**config.mk**
```make
export PLATFORM = sky130hd
export DESIGN_NAME = mmio_timer_led_flat
export DESIGN_NICKNAME = d
export VERILOG_FILES = /design/src/rtl/mmio_timer_led_if.sv /design/src/rtl/mmio_timer_led.sv /design/src/flat_wrapper.sv
export SDC_FILE = /design/constraint.sdc
export NUM_CORES = 1
export LEC_CHECK = 0
export CORE_MARGIN = 4
export CORE_UTILIZATION = 45
export CTS_CLUSTER_SIZE = 10
export DETAILED_ROUTE_END_ITERATION = 12
export DONT_BUFFER_PORTS = 1
export GPL_TIMING_DRIVEN = 0
export PLACE_DENSITY = 0.63
export SLEW_MARGIN = 20
export SYNTH_ARGS = -nofsm -noshare
export SYNTH_HDL_FRONTEND = slang
export SYNTH_SLANG_ARGS = --single-unit
```
**constraint.sdc**
```tcl
create_clock -name clk -period 6.3 [get_ports clk]
set_input_delay 1.89 -clock clk [delete_from_list [all_inputs] [get_ports clk]]
set_output_delay 1.89 -clock clk [all_outputs]
set_load 0.01 [all_outputs]
```
**src/rtl/mmio_timer_led_if.sv**
```systemverilog
// Memory-mapped bus between the core and the timer/LED block.
// The core drives the strobe, direction, address and write data.
// The block returns registered read data.
interface mmio_timer_led_if;
  logic        ce;
  logic        wre;
  logic [7:0]  ad;
  logic [31:0] din;
  logic [31:0] dout;

  modport master (output ce, output wre, output ad, output din, input dout);
  modport slave  (input ce, input wre, input ad, input din, output dout);
endinterface

```
**src/rtl/mmio_timer_led.sv**
```systemverilog
// Memory-mapped LED driver with a prescaled 32-bit timer.
// The timer has a compare match flag and an interrupt.
// Register index (ad[3:0]):
//   0 LED, 1 TIMER, 2 COMPARE, 3 STATUS, 4 CTRL, 5 SCRATCH.
// Read data is registered, so it appears one cycle after the access.
module mmio_timer_led #(
  parameter logic [3:0]  BASE     = 4'hF,
  parameter int unsigned PRESCALE = 27
) (
  input  logic                 clk,
  input  logic                 rst,
  mmio_timer_led_if.slave      bus,
  output logic [5:0]           leds,
  output logic                 irq
);

  localparam logic [15:0] PRE_LAST = 16'(PRESCALE - 1);

  localparam logic [3:0] IDX_LED     = 4'd0;
  localparam logic [3:0] IDX_TIMER   = 4'd1;
  localparam logic [3:0] IDX_COMPARE = 4'd2;
  localparam logic [3:0] IDX_STATUS  = 4'd3;
  localparam logic [3:0] IDX_CTRL    = 4'd4;
  localparam logic [3:0] IDX_SCRATCH = 4'd5;

  logic [5:0]  led;
  logic [31:0] timer;
  logic [15:0] pre;
  logic [31:0] compare;
  logic        match;
  logic        en;
  logic        irqen;
  logic [31:0] scratch;
  logic [31:0] rdata;

  logic        access;
  logic        wr;
  logic        rd;
  logic [3:0]  idx;
  logic        tick;
  logic        timer_wr;
  logic [31:0] timer_inc;
  logic        match_set;
  logic        match_clr;
  logic [31:0] rdata_nxt;

  assign access = bus.ce && (bus.ad[7:4] == BASE);
  assign wr     = access && bus.wre;
  assign rd     = access && !bus.wre;
  assign idx    = bus.ad[3:0];

  // Tick generation and match detection.
  // A TIMER write on a tick edge wins and suppresses match evaluation.
  // A match set on the same edge as a STATUS clear wins over the clear.
  always_comb begin
    tick      = en && (pre == PRE_LAST);
    timer_wr  = wr && (idx == IDX_TIMER);
    timer_inc = timer + 32'd1;
    match_set = tick && !timer_wr && (timer_inc == compare);
    match_clr = wr && (idx == IDX_STATUS) && bus.din[0];
  end

  // Read mux. Unmapped indices and unused upper bits read as zero.
  // TIMER returns the count before any increment on this edge.
  always_comb begin
    rdata_nxt = '0;
    case (idx)
      IDX_LED:     rdata_nxt = {26'd0, led};
      IDX_TIMER:   rdata_nxt = timer;
      IDX_COMPARE: rdata_nxt = compare;
      IDX_STATUS:  rdata_nxt = {31'd0, match};
      IDX_CTRL:    rdata_nxt = {30'd0, irqen, en};
      IDX_SCRATCH: rdata_nxt = scratch;
      default:     rdata_nxt = '0;
    endcase
  end

  // Prescaler: counts 0..PRESCALE-1 while enabled, holds otherwise.
  always_ff @(posedge clk or posedge rst) begin
    if (rst) begin
      pre <= '0;
    end else if (en) begin
      if (tick) pre <= '0;
      else      pre <= pre + 16'd1;
    end
  end

  // Timer: any write clears it; otherwise it advances on each tick.
  always_ff @(posedge clk or posedge rst) begin
    if (rst) begin
      timer <= '0;
    end else if (timer_wr) begin
      timer <= '0;
    end else if (tick) begin
      timer <= timer_inc;
    end
  end

  // Sticky match flag with write-1-to-clear.
  always_ff @(posedge clk or posedge rst) begin
    if (rst) begin
      match <= 1'b0;
    end else if (match_set) begin
      match <= 1'b1;
    end else if (match_clr) begin
      match <= 1'b0;
    end
  end

  // Plain read/write registers: LED, COMPARE, CTRL and SCRATCH.
  always_ff @(posedge clk or posedge rst) begin
    if (rst) begin
      led     <= '0;
      compare <= 32'hFFFF_FFFF;
      en      <= 1'b0;
      irqen   <= 1'b0;
      scratch <= '0;
    end else if (wr) begin
      case (idx)
        IDX_LED:     led     <= bus.din[5:0];
        IDX_COMPARE: compare <= bus.din;
        IDX_CTRL: begin
          en    <= bus.din[0];
          irqen <= bus.din[1];
        end
        IDX_SCRATCH: scratch <= bus.din;
        default: ;
      endcase
    end
  end

  // Registered read data, held between read accesses.
  always_ff @(posedge clk or posedge rst) begin
    if (rst) begin
      rdata <= '0;
    end else if (rd) begin
      rdata <= rdata_nxt;
    end
  end

  assign bus.dout = rdata;
  assign leds     = led;
  assign irq      = match && irqen;

endmodule

```
**src/flat_wrapper.sv**
```systemverilog
// flat-port wrapper written by rule: the top's interface ports become plain ports
module mmio_timer_led_flat 
#(
  parameter logic [3:0]  BASE     = 4'hF,
  parameter int unsigned PRESCALE = 27
)
  (clk, rst, leds, irq, bus_ce, bus_wre, bus_ad, bus_din, bus_dout);
  mmio_timer_led_if bus_i ();
  input  logic clk;
  input  logic rst;
  output logic [5:0] leds;
  output logic irq;
  input wire logic [$bits(bus_i.ce)-1:0] bus_ce;
  input wire logic [$bits(bus_i.wre)-1:0] bus_wre;
  input wire logic [$bits(bus_i.ad)-1:0] bus_ad;
  input wire logic [$bits(bus_i.din)-1:0] bus_din;
  output wire logic [$bits(bus_i.dout)-1:0] bus_dout;
  assign bus_i.ce = bus_ce;
  assign bus_i.wre = bus_wre;
  assign bus_i.ad = bus_ad;
  assign bus_i.din = bus_din;
  assign bus_dout = bus_i.dout;
  mmio_timer_led #(.BASE(BASE), .PRESCALE(PRESCALE)) u_core (.clk(clk), .rst(rst), .bus(bus_i), .leds(leds), .irq(irq));
endmodule
```
==> flow_summary.yaml, run 1 <==
clock_network:
  cts-root-buf: "clkbuf_16"
  cts_made_buffers: 17
  cts_tree: "yes"
  ctsHoldBuffers: 0
  cts_resized: 0
  cts_max_path_buffers: 2
  path_clk_slew_ns: 0.06
  clk_latency_ns: 0.43
  clock_sinks: 153
  htreeDepth: 4
  post-cts-setup-buffers: 0
sta:
  finalSetupTns_ns: 0
  slew_viol_final: 0
  max_freq_ghz: 0.250
  hold_viol_final: 0
  slew_headroom_pct: 30.7
  rsz0062_at_grt: "false"
  finalClockSkew_ns: 0.00707
  setup-violations-final: 0
  finalCritPeriodShare_pct: 63.6
  period_needed_ns: 4.01
  max_slew.worst_pin.slew_ns: 1.03
synthesis:
  synth_area_leader_cell: "dfrtp_1"
  ys_types: 61
  syn_avg_cell_area_um2: 10.6
  synth_top_area_share_pct: 38.8
  synthTopCellsByArea: "dfrtp_1 39%, dfstp_2 11%, mux2_2 10%"
  synthCells: 734
  synth_warnings: 0
  synth_area_mm2: 0.00780
  ys.flop_type: "dfrtp_1"
  synth-edff-count: 0
  ys_seq_area_share_pct: 49.6
  synth-seq-cells: 153
  synthArstFlopShare_pct: 100
  synth_nets: 781
outcome:
  status: "finished, final reports clean"
drt:
  wl_um: 20700
  num_vias: 5913
  drtIter0Drc: 471
  routed.top_layer: "met4"
  wl_met3_um: 1400
  firstDrtPassIters: 5
  routed_via_density: 5.99
  wl_per_cell_um: 21.0
  drtAntennaViolNets: 0
  drc: 0
  detailroute.wirelength.met2_um: 9980
  wirelength_met1_um: 8940
critical_path:
  worstSetupEndpointType: "flip-flop"
  r2r_start: "u_core.timer[0]"
  worstPathRequired_ns: 6.61
  crit_start: "bus_ad[1]"
  critPathMaxFanout: 10
  crit_arrival_ns: 4.32
  worstSetupPathType: "input port to flip-flop"
  cp-start-kind: "input port"
cells_and_area:
  num-fill-cells: 1527
  final_nets: 801
  final_common_cell: "dfrtp_1"
  antenna_cells: 0
  layout-drive-gt1-share_pct: 19.6
  layout_common_cells: "121 x dfrtp_1, 72 x mux2_2, 69 x nand2_1, 55 x nor2_1, 50 x xnor2_1"
  area_delta_synth_final_pct: 11.9
placed_design:
  hpwlAfterDp_um: 15100
  gp_congestion: 0.875
  portBuffers: 0
die:
  die_h_um: 140
  die_w_um: 140
  core_mm2: 0.0168
  row_count: 47
  start_util_pct: 46.5
  ios: 83
  die_area_mm2: 0.0195
power_and_ir_drop:
  power.density_mw_per_mm2: 277
  power_w: 0.00242
  vdd_drop_max_mv: 0.189
  p_leak_nw: 3.55
hold_path:
  hold_start: "u_core.pre[15]"
  min_path_type: "flip-flop to flip-flop"
global_routing:
  grt_pass1_vias: 5994
  grt_overflow: 0
  grt_pass1_wl_um: 33400
  grt_max_degree: 102
  grt_usage_pct: 21.5
  grt_antenna_before_repair: 0
flow_run:
  maxCapViolations: 0
cell usage after synthesis (3+ instances only):
cell type  number
buf_1           6
o21ai_0        44
mux2i_1         4
and4_1         10
mux2_2         72
nor2_1         55
dfrtp_1       121
nand3_1        16
xor2_1         28
nand3b_1        4
o211ai_1        4
and3_1          6
clkbuf_1       43
nor4b_1         4
a21boi_0        5
nand2_1        69
a41oi_1         4
ha_1            3
and2_1          4
nor3b_1         3
a31oi_1         4
nor3_1         15
inv_1           4
a21oi_1         9
nor4bb_1        3
a222oi_1       30
or3_1           7
dfstp_2        32
nand4_1        18
nor4_1         16
buf_2           7
xnor2_1        50
flip-flops by register name (all words and copies together) (netlist names):
name,count
u_core.pre,16
u_core.bus.dout,32
u_core.compare,32
u_core.timer,32
u_core.irqen,1
u_core.leds,6
u_core.match,1
u_core.scratch,32
u_core.en,1
per-stage QoR:
step                      hold WS (ns)  instances  instance area, µm²  setup WS (ns)  util (%)
after floorplan                  0.447        734                7800          0.342         -
after global placement           0.471        954                8070          -1.15      48.2
after detailed placement         0.488        955                8120           1.90      48.5
after CTS                        0.504        987                8730           2.34      52.1
after global routing             0.515        987                8730           2.21      52.1
final                            0.497        987                8730           2.29      52.1
critical path, cell delays in order:
cell and delay [ns]:
clkbuf_1 0.19, nor2_1 0.22, and3_1 0.17, clkbuf_1 0.25, nor2b_1 0.17, clkbuf_1 0.35, buf_1 0.65, mux2_2 0.42
worst paths after layout:
path | slack, ns | endpoint | depth (start not counted)
min in group asynchronous | 1.31 | u_core.pre[15] | 1
max in group asynchronous | 4.15 | u_core.compare[19] | 2
max | 2.29 | u_core.scratch[2] | 8
min | 0.50 | u_core.pre[15] | 1
min reg2reg | 0.50 | u_core.pre[15] | 1
max reg2reg | 3.11 | u_core.match | 9
metal layers:
layer	vias up	global-route usage, %
met5	-	0
met4	0	6.58
met3	28	6.38
met2	174	35.3
met1	2980	27.6
li1	2731	-
area by class of cell:
cell class              count  area, µm²  share of cell area [%]
plain buffers              58        231                    2.65
inverters                   4       22.5                   0.258
clock inverters            11        146                    1.68
well taps                 220        275                    3.15
clock buffers              21        460                    5.28
flip-flops and latches    153       3870                    44.3
repair buffers              1       27.5                   0.315
multi-input cells         519       3690                    42.3
power breakdown:
part / switching, W / internal, W
Sequential: 0.0000289 / 0.00102
Combinational: 0.000198 / 0.000123
Clock: 0.000405 / 0.000643
Total: 0.000632 / 0.00178
cells by family (layout without fill, tap and decap cells):
kind of cell	count (synthesis)	after routing	share of synthesized area [%]
simple gates	243	243	16.1
flops	153	153	49.6
compound gates	119	119	11.0
xor+xnor	78	78	8.76
mux	76	76	10.9
buf+inv	62	95	3.16
fa+ha+maj	3	3	0.481
No activity file was read; power rests on OpenSTA's default activity.
==> run 2: changes to the inputs <==
==> constraint.sdc (replaced) <==
create_clock -name clk -period 3.75 [get_ports clk]
set_input_delay 1.125 -clock clk [delete_from_list [all_inputs] [get_ports clk]]
set_output_delay 1.125 -clock clk [all_outputs]
set_load 0.01 [all_outputs]
==> run 2 against run 1 <==
- total power grew 67%
- global-route usage shrank 0.24 points
- non-clock buffer count grew 4
- first-iteration DRC count grew 1.1%
- critical path type unchanged
==> flow_summary.yaml, run 2 (synthesized netlist as in run 1, its figures left out) <==
outcome:
  status: "finished, final reports clean"
global_routing:
  use_met3_pct: 5.69
  grt_max_degree: 37
  grt_usage_pct: 21.2
  grt_pass1_wl_um: 33400
  grt_antenna_before_repair: 0
  gr-usage-met1_pct: 27.6
  grt_overflow: 0
  grt_pass1_vias: 6173
  grtUsageMet2_pct: 34.4
  grt-busiest-layer: "met2"
power_and_ir_drop:
  intPower_w: 0.00297
  power.density_mw_per_mm2: 459
  combPwrFrac_pct: 13.6
  p_sw_share_pct: 26.5
  vdd_drop_max_mv: 0.368
  power_w: 0.00404
  clkPwrFrac_pct: 42.9
  p_switching_w: 0.00107
  sequentialPowerShare_pct: 43.5
  p_leak_nw: 3.57
critical_path:
  critPathMaxFanout: 9
  cp-start-kind: "input port"
  worstSetupEndpointType: "flip-flop"
  reg2reg_slack_ns: 0.43
  worstPathRequired_ns: 4.10
  slowest_stage: "a2111oi_0"
  worstSetupPathType: "input port to flip-flop"
  crit_top_cell: "clkbuf_1"
  cpPeakStageDelay_ns: 0.72
  crit_path_cell_trace: "clkbuf_1 -> nor4b_2 -> and4_1 -> clkbuf_1 -> a2111oi_0 -> o211ai_1 -> nor4_1 -> nand4_1 -> nand2_1"
  crit_arrival_ns: 3.68
  crit_buf_inv: 2
  crit_family: "simple AND/OR/NAND/NOR gates"
cells_and_area:
  layout_common_cells: "121 x dfrtp_1, 72 x mux2_2, 69 x nand2_1, 55 x nor2_1, 50 x xnor2_1"
  final_common_cell: "dfrtp_1"
  fin_util_pct: 52.6
  layout-drive-gt1-share_pct: 20.2
  fin_area_mm2: 0.00881
  area_delta_synth_final_pct: 13.0
  final_nets: 805
  antenna_cells: 0
clock_network:
  cts_resized: 0
  clk_latency_ns: 0.42
  clock_sinks: 153
  cts_made_buffers: 17
  cts-root-buf: "clkbuf_16"
  htreeDepth: 4
  cts_tree: "yes"
  cts_max_path_buffers: 2
  ctsHoldBuffers: 0
  path_clk_slew_ns: 0.06
  post-cts-setup-buffers: 0
sta:
  finalCritPeriodShare_pct: 88.8
  fin_ws_ns: 0.418
  rsz0062_at_grt: "false"
  setup-violations-final: 0
  max_slew.worst_pin.slew_ns: 1.03
  hold_viol_final: 0
  period_needed_ns: 3.33
  slew_headroom_pct: 30.8
  max_freq_ghz: 0.300
  finalClockSkew_ns: 0.00819
  slew_viol_final: 0
drt:
  drtAntennaViolNets: 0
  drc: 0
  routed_via_density: 6.04
  num_vias: 5986
  wl_per_cell_um: 20.7
  wl_um: 20500
  firstDrtPassIters: 6
  drtIter0Drc: 476
die:
  die_area_mm2: 0.0195
  start_util_pct: 46.5
  core_mm2: 0.0168
  die_h_um: 140
  ios: 83
  die_w_um: 140
  row_count: 47
placed_design:
  portBuffers: 0
  gp_congestion: 0.932
  dp_slack_ns: 0.134
  place_area_mm2: 0.00821
  hpwlAfterDp_um: 15300
hold_path:
  min_path_type: "flip-flop to flip-flop"
flow_run:
  maxCapViolations: 0
==> run 2: worst reg2reg max path: cells and delay by family, from the launching register on <==
kind                   cells  cell delay, ns
and+or+nand+nor            5            1.66
AOI/OAI and AO/OA          2            0.98
DFF                        1            0.32
buffers and inverters      1            0.30
==> run 2: through the flow <==
step                      hold slack [ns]  TNS, ns  cells
final                               0.486        0    991
after global routing                0.508        0    991
after CTS                           0.496        0    991
after detailed placement            0.484        0    959
after global placement              0.469    -5.60    954
after floorplan                     0.447        0    734
==> run 2: layout make-up <==
class	instances	area, µm²
Buffer	58	231
Clock buffer	21	480
Clock inverter	11	120
Fill cell	1515	7950
Inverter	4	18.8
Multi-Input combinational cell	519	3690
Sequential cell	153	3870
Tap cell	220	275
Timing Repair Buffer	5	123
==> run 2: path summary, 6_finish.rpt <==
path / startpoint / to / depth (start not counted)
min in group asynchronous: rst / u_core.bus.dout[14] / 1
setup / recovery: bus_ad[1] / u_core.match / 9
hold reg to reg: u_core.pre[15] / u_core.pre[15] / 1
setup reg to reg: u_core.en / u_core.match / 8
hold / removal: u_core.pre[15] / u_core.pre[15] / 1
max in group asynchronous: rst / u_core.compare[31] / 4
==> run 2: layer usage <==
layer	up-vias	routed length, µm
li1	2731	-
met5	-	0
met4	0	575
met3	40	1520
met1	3005	8670
met2	210	9750
==> run 2: power groups by stage <==
| stage | combinational (W) | sequential (W) | clock (W) |
|---|---|---|---|
| after floorplan | 0.000405 | 0.00178 | 0 |
| after global placement | 0.000512 | 0.00179 | 0 |
| after detailed placement | 0.000540 | 0.00179 | 0 |
| after CTS | 0.000545 | 0.00176 | 0.00176 |
| after global routing | 0.000606 | 0.00177 | 0.00183 |
| final | 0.000549 | 0.00176 | 0.00174 |
